===== src/rtl/shift_controller_pkg.sv =====
// Shared definitions for the shift controller: FSM state encoding and
// the 2-bit operation code understood by shift_reg_core.
package shift_controller_pkg;

   typedef enum logic [1:0] {
      IDLE   = 2'd0,
      SHIFT  = 2'd1,
      PARITY = 2'd2,
      DONE   = 2'd3
   } state_e;

   localparam logic [1:0] SH_HOLD = 2'd0;
   localparam logic [1:0] SH_SHR  = 2'd1;
   localparam logic [1:0] SH_SHL  = 2'd2;
   localparam logic [1:0] SH_LOAD = 2'd3;

endpackage


===== src/rtl/shift_controller_core.sv =====
// shift_reg_core: N-bit register with hold / shift-right / shift-left / load,
// fill bit enters at the vacated end.
module shift_reg_core
   import shift_controller_pkg::*;
#(
   parameter int N = 8
) (
   input  logic         clk,
   input  logic         reset,
   input  logic [1:0]   ctrl,
   input  logic [N-1:0] din,
   input  logic         fill,
   output logic [N-1:0] q
);

   // NOTE: sequential state uses non-blocking assignments so every flop
   // samples pre-edge values, independent of block evaluation order.
   always_ff @(posedge clk or negedge reset) begin
      if (!reset) begin
         q <= '0;
      end else begin
         case (ctrl)
            SH_SHR:  q <= {fill, q[N-1:1]};
            SH_SHL:  q <= {q[N-2:0], fill};
            SH_LOAD: q <= din;
            default: q <= q;
         endcase
      end
   end

endmodule


===== src/rtl/shift_controller.sv =====
// Parallel-to-serial controller: valid/ready word intake, DIV clocks per bit,
// MSB- or LSB-first. Define SHIFT_CTRL_PARITY_EN to append an even-parity bit.
module shift_controller
   import shift_controller_pkg::*;
#(
   parameter int N   = 8,
   parameter int DIV = 4
) (
   input  logic         clk,
   input  logic         reset,
   input  logic         tx_valid,
   output logic         tx_ready,
   input  logic [N-1:0] tx_data,
   input  logic         dir,
   output logic         sout,
   output logic         sout_en,
   output logic         busy,
   output logic         done
);

   localparam int CW = (DIV > 1) ? $clog2(DIV) : 1;
   localparam int BW = $clog2(N);
   localparam logic [CW-1:0] CYC_LAST = CW'(DIV - 1);
   localparam logic [BW-1:0] BIT_LAST = BW'(N - 1);

   state_e        state, state_nxt;
   logic [CW-1:0] cyc;
   logic [BW-1:0] bit_cnt;
   logic          dir_q;
   logic [1:0]    ctrl;
   logic [N-1:0]  s_q;
   logic          handshake;
   logic          bit_end;
`ifdef SHIFT_CTRL_PARITY_EN
   logic          par_q;
`endif

   assign tx_ready  = reset && (state == IDLE);
   assign handshake = tx_valid && tx_ready;
   assign bit_end   = (cyc == CYC_LAST);

   shift_reg_core #(.N(N)) u_core (
      .clk   (clk),
      .reset (reset),
      .ctrl  (ctrl),
      .din   (tx_data),
      .fill  (1'b0),
      .q     (s_q)
   );

   // NOTE: defaults first so no path through the case leaves an output
   // unassigned, which would otherwise infer a latch.
   always_comb begin
      state_nxt = state;
      ctrl      = SH_HOLD;
      case (state)
         IDLE: begin
            if (handshake) begin
               state_nxt = SHIFT;
               ctrl      = SH_LOAD;
            end
         end
         SHIFT: begin
            if (bit_end) begin
               ctrl = dir_q ? SH_SHR : SH_SHL;
               if (bit_cnt == BIT_LAST) begin
`ifdef SHIFT_CTRL_PARITY_EN
                  state_nxt = PARITY;
`else
                  state_nxt = DONE;
`endif
               end
            end
         end
`ifdef SHIFT_CTRL_PARITY_EN
         PARITY: begin
            if (bit_end) state_nxt = DONE;
         end
`endif
         DONE:    state_nxt = IDLE;
         default: state_nxt = IDLE;
      endcase
   end

   always_ff @(posedge clk or negedge reset) begin
      if (!reset) begin
         state   <= IDLE;
         cyc     <= '0;
         bit_cnt <= '0;
         dir_q   <= 1'b0;
`ifdef SHIFT_CTRL_PARITY_EN
         par_q   <= 1'b0;
`endif
      end else begin
         state <= state_nxt;
         if (state == SHIFT || state == PARITY) cyc <= bit_end ? '0 : cyc + CW'(1);
         else                                   cyc <= '0;
         if (state != SHIFT)                    bit_cnt <= '0;
         else if (bit_end)                      bit_cnt <= (bit_cnt == BIT_LAST) ? '0 : bit_cnt + BW'(1);
         if (handshake) begin
            dir_q <= dir;
`ifdef SHIFT_CTRL_PARITY_EN
            par_q <= ^tx_data;
`endif
         end
      end
   end

   always_comb begin
      sout    = 1'b0;
      sout_en = 1'b0;
      case (state)
         SHIFT: begin
            sout    = dir_q ? s_q[0] : s_q[N-1];
            sout_en = 1'b1;
         end
`ifdef SHIFT_CTRL_PARITY_EN
         PARITY: begin
            sout    = par_q;
            sout_en = 1'b1;
         end
`endif
         default: ;
      endcase
   end

   assign busy = (state != IDLE);
   assign done = (state == DONE);

endmodule


===== config.mk =====
export PLATFORM = sky130hd
export DESIGN_NAME = shift_controller
export DESIGN_NICKNAME = d
export VERILOG_FILES = /design/src/rtl/shift_controller_pkg.sv /design/src/rtl/shift_controller_core.sv /design/src/rtl/shift_controller.sv
export SDC_FILE = /design/constraint.sdc
export NUM_CORES = 1
export LEC_CHECK = 0
export BUFFER_PORTS_ARGS = -buffer_cell sky130_fd_sc_hd__buf_2
export CORE_ASPECT_RATIO = 0.6
export CORE_MARGIN = 3
export CORE_UTILIZATION = 23
export CTS_BUF_LIST = sky130_fd_sc_hd__clkbuf_8 sky130_fd_sc_hd__clkbuf_16
export DETAILED_ROUTE_END_ITERATION = 7
export PLACE_DENSITY = 0.49
export SETUP_SLACK_MARGIN = 0.02
export SYNTH_ARGS = -nofsm -noshare
export SYNTH_HDL_FRONTEND = slang
export SYNTH_SLANG_ARGS = --single-unit

===== constraint.sdc =====
create_clock -name clk -period 3.5 [get_ports clk]
set_input_delay 0.35 -clock clk [delete_from_list [all_inputs] [get_ports clk]]
set_output_delay 0.35 -clock clk [all_outputs]
set_load 0.1 [all_outputs]

==> results by group, run 1 <==
Detailed routing
  • Drt wl/cell: around 12 um
  • Final WL: just under 2 mm
  • DRT Pass-1 Iters: 4
  • DR iter-0 viols: 15
  • Antenna viol nets, final: 0
  • DR vias: slightly below 700
  • DRC violations left: 0
  • Post-DR vias/cell: between 4 and 5

Floorplan
  • Die Area: about 5100 um^2
  • Std cell rows: 17
  • Die width: between 90 and 100 um
  • Initial Utilization: between 20% and 30%
  • Die Ht: around 57 um
  • Ports: 17
  • CORE AREA: between 3000 and 4000 um^2

Global route
  • First-pass GRT wire length: between 3 and 4 mm
  • Largest net degree at the start of global routing: 20
  • Gr ovfl total: 0
  • Initial antenna violation count: 0
  • Vias in the first global route: ~750
  • GR Util All Layers: 8.036%

Yosys
  • Synth Cell Area: slightly below 1000 um^2
  • Post-synthesis sequential area ratio: 40.92%
  • Simple-Gate Fraction of Synth Area: about a fifth
  • Post-synthesis mux area share: under 10%
  • Top post-synthesis cells by area: dfrtp_1 41%, ha_1 7.7%, o31ai_2 7.7%
  • Unique masters post-synth: 27
  • Post-synthesis async set-or-reset flop share: 100.0%
  • Most common cell in the synthesized netlist: dfrtp_1
  • Adder-Cell Fraction of Synth Area: 7.673%
  • Ys Warns: 0
  • Synth top cells by count: 16 x dfrtp_1, 9 x nand2_1
  • Post-Synth XOR/XNOR Area: 0%
  • Number of synthesized flops with an enable pin: 0
  • Syn Area/Cell: around 11 um^2
  • Flops & latches, synth: 16
  • Primary FF master, synth: dfrtp_1
  • Synth Area in Compound Gates: about a fifth
  • Yosys top cell by area: dfrtp_1
  • Cell count after synthesis: 91
  • Main combinational cell family by area after synthesis: simple AND/OR/NAND/NOR gates
  • Post-synth top area share: around 41%
  • Syn nets: ~110

Critical path
  • CP Max Fanout: 12
  • Worst path slowest cell: ha_1
  • R2r setup slk: approximately 1.7 ns
  • Crit Path Class: register to primary output
  • CP startpoint kind: register
  • Crit. End Element: primary output
  • CP delay by family, top: buffers and inverters
  • CP required: 3.15 ns
  • Arr. time, crit path: between 1.5 and 2 ns
  • CP peak stage delay: between 0.4 and 0.5 ns
  • Crit path cell chain: inv_1 > ha_1 > nor2b_1 > buf_2
  • CP Buf/Inv Count: 2

Placed design
  • Buffers on Ports: 16
  • Placed insts: approximately 160
  • DP HPWL: 1.440 mm
  • GP Congestion: 0.7354
  • Pre-CTS WS: 1.520 ns

Clocking
  • CTS Sinks: 16
  • Post-CTS sizing: 0
  • Clock slew at reported path FFs: 0.07 ns
  • Clock Latency Late Sink: 0.25 ns
  • CTS Hold Bufs: 0
  • CTS tree: yes
  • Root Buffer: clkbuf_8
  • CTS H-tree lvls: 1
  • Post-CTS setup buffer count: 0
  • TritonCTS buffer count: 3
  • Deepest clock path buffer count: 2

Timing
  • Endpoints failing hold: 0
  • Worst Tran Pin Value: around 0.77 ns
  • Final Max Tran Viols: 0
  • Total negative slack: 0 ns
  • Setup Skew: roughly 0.0065 ns
  • Tmin final: between 2 and 2.5 ns
  • RSZ-0062 raised after global routing: no
  • Final setup vio count: 0
  • Max Freq: between 400 and 500 MHz
  • Worst slew margin: 48.44%
  • Final period utilization: between 60% and 70%
  • Slack of the critical path: between 1 and 1.5 ns

Pwr
  • Combinational share of power: around 48%
  • Sw Pwr: between 0.4 and 0.5 mW
  • Pwr Total: between 0.9 and 1 mW
  • Cell Int Power: ~0.51 mW
  • P per Cell Area: ~840 nW/um^2
  • Max VDD drop: 0.3707 mV
  • Pleak: a little over 0.5 nW
  • Clk pwr share: 17.5%
  • Register share of total power: around a third
  • Net Sw Frac: 46.17%

Cells and area
  • Area delta synth->final: 14.96%
  • Layout Utilization: around 29%
  • ANT cells: 0
  • Layout net count: 124
  • Share of cells above drive strength 1: between 20% and 30%
  • Fill cell count: about 440
  • Area of the multi-input gates: between 500 and 600 um^2
  • Register area: approximately 400 um^2
  • Post-Layout Cell Count: 162

Worst hold path
  • Worst hold path type: input pin to async pin

Run status
  • Status: complete, no violations

Job
  • Max cap viols: 0
-- cells in the final DEF (no fill, tap or decap), drive strengths merged, types with 3 or more instances in the layout --
cell | netlist | routed
and2b | 4 | 4
inv | 3 | 3
o31ai | 6 | 6
mux2i | 3 | 3
dfrtp | 16 | 16
a21oi | 3 | 3
nand2 | 10 | 10
ha | 6 | 6
a211oi | 6 | 6
o21ai | 3 | 3
clkbuf | 0 | 4
nor2 | 6 | 6
buf | 6 | 16
nor2b | 6 | 6
and2 | 3 | 3
-- flip-flops by register name (all words and copies together), names as in the netlist --
name	cells
bit_cnt	3
dir_q	1
state	2
cyc	2
u_core.q	8
-- metal layers --
layer | track usage, % | share of wire [%] | vias up
met5 | 0 | 0 | -
met4 | 0.6536 | 0 | 0
met3 | 3.748 | 5.0 | 0
met2 | 13.48 | 43 | 11
met1 | 9.853 | 52 | 332
li1 | - | - | 349
-- kinds of logic (layout without fill, tap and decap cells) --
kind of cell,after synthesis,after routing
flip-flops,16,16
multiplexers,4,4
AND/OR/NAND/NOR,34,34
adder cells (fa/ha/maj),6,6
buffers and inverters,9,23
AO/OA/AOI/OAI,22,22
-- path summary, 6_finish.rpt --
path,startpoint,end,cells past startpoint
max reg2reg,state[1],dir_q,4
min,reset,bit_cnt[1],1
min reg2reg,cyc[0],cyc[0],1
max,state[1],sout,4
max in group asynchronous,reset,u_core.q[5],1
min in group clk,tx_data[0],u_core.q[0],3
-- layout make-up --
| cell class | instances | share of cell area, % |
|---|---|---|
| flip-flops and latches | 16 | 35.60 |
| inverters | 3 | 1.001 |
| well taps | 57 | 6.340 |
| multi-input cells | 66 | 45.05 |
| clock buffers | 4 | 4.894 |
| repair buffers | 16 | 7.119 |
-- stage by stage --
| stage | instance area (um^2) | hold slack (ns) |
|---|---|---|
| floorplan | 978.4 | 0.05441 |
| global placement | 1070 | 0.3012 |
| global route | 1125 | 0.04721 |
| finish | 1125 | 0.02590 |
| detailed placement | 1070 | 0.3063 |
| CTS | 1125 | 0.03306 |
-- power groups by stage --
stage | sequential (mW) | combinational [mW] | clock [mW]
after detailed placement | 0.335 | 0.459 | 0
after global placement | 0.331 | 0.451 | 0
after CTS | 0.330 | 0.460 | 0.173
after floorplan | 0.301 | 0.435 | 0
final | 0.331 | 0.453 | 0.166
after global routing | 0.341 | 0.495 | 0.177
(Power assumes the default switching activity.)
==> inputs of run 2 (changes only) <==
==> constraint.sdc (replaced) <==
create_clock -name clk -period 2.2 [get_ports clk]
set_input_delay 0.22 -clock clk [delete_from_list [all_inputs] [get_ports clk]]
set_output_delay 0.22 -clock clk [all_outputs]
set_load 0.1 [all_outputs]
==> results by group, run 2 (synthesized netlist as in run 1, its figures left out) <==
Pwr
  • Max VDD drop: 0.7874 mV
  • Pleak: between 0.5 and 0.6 nW
  • P per Cell Area: between 1000 and 1500 nW/um^2

Timing
  • Final period utilization: roughly 85%
  • RSZ-0062 raised after global routing: no
  • Tmin final: 1.864 ns
  • Worst Tran Pin Value: 0.4955 ns
  • Slack of the critical path: 0.3360 ns
  • Final setup vio count: 0
  • Worst slew margin: 67.20%
  • Final Max Tran Viols: 0
  • Total negative slack: 0 ns
  • Endpoints failing hold: 0
  • Max Freq: ~540 MHz
  • Setup Skew: about 0.0036 ns

Clocking
  • CTS tree: yes
  • TritonCTS buffer count: 3
  • Clock Latency Late Sink: between 0.2 and 0.3 ns
  • Root Buffer: clkbuf_8
  • Clock slew at reported path FFs: around 0.070 ns
  • CTS Sinks: 16
  • Post-CTS sizing: 0
  • Post-CTS setup buffer count: 0
  • CTS H-tree lvls: 1
  • Deepest clock path buffer count: 2

Cells and area
  • Top Registers: u_core.q: 8 flops, bit_cnt: 3 flops
  • Layout net count: approximately 130
  • Largest Register: u_core.q
  • Max reg flops: 8
  • Commonest non-fill, non-tap cells in the layout: 16 x dfrtp_1, 16 x buf_2, 9 x nand2_1
  • ANT cells: 0
  • Area delta synth->final: 19.82%
  • Fill cell count: 421
  • Share of cells above drive strength 1: approximately a third

Placed design
  • Pre-CTS WS: 0.5887 ns
  • GP Congestion: about 0.73
  • DP HPWL: between 1.5 and 2 mm
  • Buffers on Ports: 16

Detailed routing
  • DRC violations left: 0
  • Antenna viol nets, final: 0
  • DR vias: about 660
  • Final WL: about 2 mm
  • Post-DR vias/cell: roughly 4.0
  • DRT Pass-1 Iters: 3
  • DR iter-0 viols: 9
  • Drt wl/cell: 12.16 um

Critical path
  • CP Max Fanout: 12
  • Reg2Reg Capture Point: dir_q
  • CP peak stage delay: between 0.4 and 0.5 ns
  • Arr. time, crit path: roughly 1.6 ns
  • Crit path cell chain: inv_1 > ha_2 > nor2b_4 > buf_2
  • CP required: 1.98 ns
  • Crit path from: state[1]
  • Crit path to: sout
  • Crit. End Element: primary output
  • Worst Reg-to-Reg Cells: 4
  • Worst path slowest cell: buf_2
  • Crit Reg-Reg Startpoint: state[1]
  • CP startpoint kind: register
  • Crit Path Class: register to primary output
  • R2r setup slk: about 0.59 ns

Global route
  • Vias in the first global route: 682
  • Largest net degree at the start of global routing: 17
  • Gr ovfl total: 0
  • Initial antenna violation count: 0
  • First-pass GRT wire length: roughly 3.3 mm
  • GR Util All Layers: 8.187%

Floorplan
  • Die Area: about 5000 um^2
  • Die Ht: roughly 57 um
  • Ports: 17
  • Initial Utilization: 25.27%
  • Die width: about 90 um
  • Std cell rows: 17
  • CORE AREA: a little under 4000 um^2

Worst hold path
  • Worst hold path type: input pin to register

Job
  • Max cap viols: 0

Run status
  • Status: complete, no violations
## run 2: changes by cell type in the layout (fill, tap and decap cells not counted)
cell	before	now
buf_12	0	1
ha_1	6	5
ha_2	0	1
dlygate4sd3_1	0	1
nor2b_4	0	1
nor2b_1	6	5
buf_4	0	1
## run 2: repair_timing
action / 4_1_cts / 5_1_grt
hold buffers: 1 / 0
setup endpoints to repair: 0 / 0
hold endpoints to repair: 4 / 0
## run 2: where the power goes
part	switching (mW)	internal, mW
Clock	0.101	0.159
Combinational	0.487	0.275
Sequential	0.115	0.406
## run 2: layout make-up
cell class	count	area [um^2]	share of cell area, %
clock buffers	4	55.05	4.696
inverters	3	11.26	0.9605
multi-input cells	66	516.7	44.08
flip-flops and latches	16	400.4	34.15
well taps	57	71.32	6.083
repair buffers	19	117.6	10.03
## run 2: per-layer routing
layer | part of all wire [%] | GRT usage (%)
met5 | 0 | 0
met3 | 5.7 | 3.614
met2 | 37 | 11.25
met1 | 57 | 12.33
met4 | 0 | 0
## run 2: how the worst min path moves through the flow
stage	slack [ns]	endpoint	cells after the start	from
final	0.18	u_core.q[1]	3	tx_data[1]
after floorplan	-0.08	bit_cnt[0]	0	reset
after global placement	0.07	state[0]	1	reset
after CTS	0.18	u_core.q[7]	3	tx_data[7]
after detailed placement	0.07	cyc[1]	1	reset
after global routing	0.18	u_core.q[7]	3	tx_data[7]
## run 2: stage by stage
step / hold WS (ns) / cells / total power, mW / util (%) / cell area (um^2)
after global routing: 0.1782 / 165 / 1.652 / 30.28 / 1172
after detailed placement: 0.07219 / 160 / 1.296 / 28.60 / 1107
after CTS: 0.1761 / 165 / 1.568 / 30.28 / 1172
final: 0.1791 / 165 / 1.544 / 30.28 / 1172
after global placement: 0.06680 / 160 / 1.279 / 28.60 / 1107
after floorplan: -0.07559 / 91 / 1.193 / - / 988.4
## run 2: critical path: cells and delay by family, from the launching register on
family                     cells  cell delay (ns)
buffers and inverters          2             0.51
DFF                            1             0.38
adders and majority gates      1             0.33
and+or+nand+nor                1             0.18
==> inputs of run 3 (changes only) <==
==> constraint.sdc (replaced) <==
create_clock -name clk -period 1.8 [get_ports clk]
set_input_delay 0.18 -clock clk [delete_from_list [all_inputs] [get_ports clk]]
set_output_delay 0.18 -clock clk [all_outputs]
set_load 0.1 [all_outputs]
==> results by group, run 3 (synthesized netlist as in run 1, its figures left out) <==
Global route
  • First-pass GRT wire length: ~3.4 mm
  • Vias in the first global route: 712
  • Gr ovfl total: 0
  • Largest net degree at the start of global routing: 17
  • Initial antenna violation count: 0
  • GR Util All Layers: 8.465%

Critical path
  • CP delay by family, top: buffers and inverters
  • CP peak stage delay: between 0.3 and 0.4 ns
  • CP Max Fanout: 5
  • CP Buf/Inv Count: 2
  • CP required: ~1.6 ns
  • Crit Path Class: register to primary output
  • Crit. End Element: primary output
  • Worst path slowest cell: dfrtp_1
  • Crit path cell chain: inv_1 > ha_1 > and2_1 > clkbuf_4
  • CP startpoint kind: register
  • Arr. time, crit path: around 1.5 ns

Cells and area
  • Commonest non-fill, non-tap cells in the layout: 16 x dfrtp_1, 14 x buf_2, 9 x nand2_1
  • Most common cell after layout, fill and taps aside: dfrtp_1
  • Top Registers: u_core.q: 8 flops, bit_cnt: 3 flops
  • Finished Cell Area: about 1200 um^2
  • Max reg flops: 8
  • Layout Utilization: 30.67%
  • ANT cells: 0
  • Largest Register: u_core.q
  • Share of cells above drive strength 1: 32.41%
  • Area delta synth->final: 21.36%
  • Layout net count: between 100 and 150

Floorplan
  • CORE AREA: ~3900 um^2
  • Die width: roughly 90 um
  • Die Area: about 5100 um^2
  • Ports: 17
  • Die Ht: about 57 um
  • Initial Utilization: roughly 25%
  • Std cell rows: 17

Detailed routing
  • Final WL: just over 2 mm
  • Antenna viol nets, final: 0
  • Met2 wire length: 780 um
  • Post-Route M1 WL: roughly 1.1 mm
  • Highest Signal Layer: met3
  • DRT Pass-1 Iters: 4
  • Met3 WL post-DR: 135 um
  • DR vias: slightly above 700
  • DRC violations left: 0
  • Drt wl/cell: about 12 um
  • Post-DR vias/cell: between 4 and 5
  • DR iter-0 viols: 13

Timing
  • Tmin final: between 1.5 and 2 ns
  • Total negative slack: 0 ns
  • Endpoints failing hold: 0
  • RSZ-0062 raised after global routing: no
  • Max Freq: ~600 MHz
  • Worst Tran Pin Value: 0.4897 ns
  • Final Max Tran Viols: 0
  • WHS: 0.1332 ns
  • Setup Skew: 0.003037 ns
  • Worst slew margin: around 68%
  • Final setup vio count: 0
  • Final period utilization: between 90% and 100%

Pwr
  • P per Cell Area: between 1500 and 2000 nW/um^2
  • Pleak: between 0.5 and 0.6 nW
  • Clk pwr share: 16.4%
  • Sw Pwr: 0.8715 mW
  • Net Sw Frac: around 45%
  • Max VDD drop: approximately 0.96 mV
  • Combinational share of power: roughly half
  • Cell Int Power: approximately 1.1 mW
  • Register share of total power: 33.4%

Placed design
  • GP Congestion: approximately 0.76
  • Buffers on Ports: 16
  • DP HPWL: around 1.5 mm
  • Placed cell area: ~1100 um^2

Clocking
  • TritonCTS buffer count: 3
  • Clock Latency Late Sink: around 0.25 ns
  • Root Buffer: clkbuf_8
  • Deepest clock path buffer count: 2
  • CTS tree: yes
  • CTS Sinks: 16
  • Clock slew at reported path FFs: 0.07 ns
  • CTS H-tree lvls: 1
  • Post-CTS setup buffer count: 0

Job
  • Max cap viols: 0

Run status
  • Status: complete, no violations

Worst hold path
  • Worst hold path type: input pin to register
==> run 3: cell types whose count changed in the layout (fill, tap and decap cells not counted) <==
cell,before,now
buf_4,1,2
ha_2,1,0
clkbuf_4,0,1
ha_4,0,1
buf_2,16,14
==> run 3: layout make-up <==
class	instances	area [um^2]
multi-input combinational	66	526.8
inverter	3	11.26
timing repair buffer	19	122.6
clock buffer	4	55.05
tap	57	71.32
sequential	16	400.4
fill	424	2684
==> run 3: worst min-delay path, cell delays in order <==
cell and delay (ns):
buf_2 0.08, nand2_1 0.05, o21ai_2 0.05
==> run 3: final timing paths <==
kind / to / cells past startpoint / start / slack [ns]
hold reg to reg: cyc[0] / 1 / cyc[0] / 0.44
setup / recovery: tx_ready / 4 / state[1] / 0.15
max in group asynchronous: u_core.q[5] / 3 / reset / 1.09
hold / removal: u_core.q[0] / 3 / tx_data[0] / 0.13
min in group asynchronous: state[1] / 2 / reset / 0.29
setup reg to reg: u_core.q[6] / 4 / cyc[0] / 0.30
==> run 3: what timing repair did <==
action                                  CTS  global route
gates resized for setup                   0             1
endpoints found under the setup margin    0             1
hold buffers                              1             0
hold endpoints to repair                 16             0
==> run 3: power groups by stage <==
stage	registers (mW)	logic, mW	clock network (mW)
3_5_place_dp	0.655	0.978	0
3_3_place_gp	0.651	0.967	0
6_report	0.649	0.975	0.318
2_1_floorplan	0.590	0.889	0
4_1_cts	0.646	0.985	0.338
5_1_grt	0.668	1.06	0.348
==> run 3: routing by layer <==
metal	vias up	GRT usage [%]
li1	356	-
met1	338	12.69
met2	16	11.15
met3	0	4.418
met4	0	0
met5	-	0
==> run 3: metrics by stage <==
| step | power (mW) | instances | setup slack, ns |
|---|---|---|---|
| after floorplan | 1.479 | 91 | 0.05606 |
| after global placement | 1.619 | 160 | 0.3368 |
| after detailed placement | 1.633 | 160 | 0.2862 |
| after CTS | 1.969 | 165 | 0.03575 |
| after global routing | 2.076 | 165 | 0.05863 |
| final | 1.942 | 165 | 0.1481 |
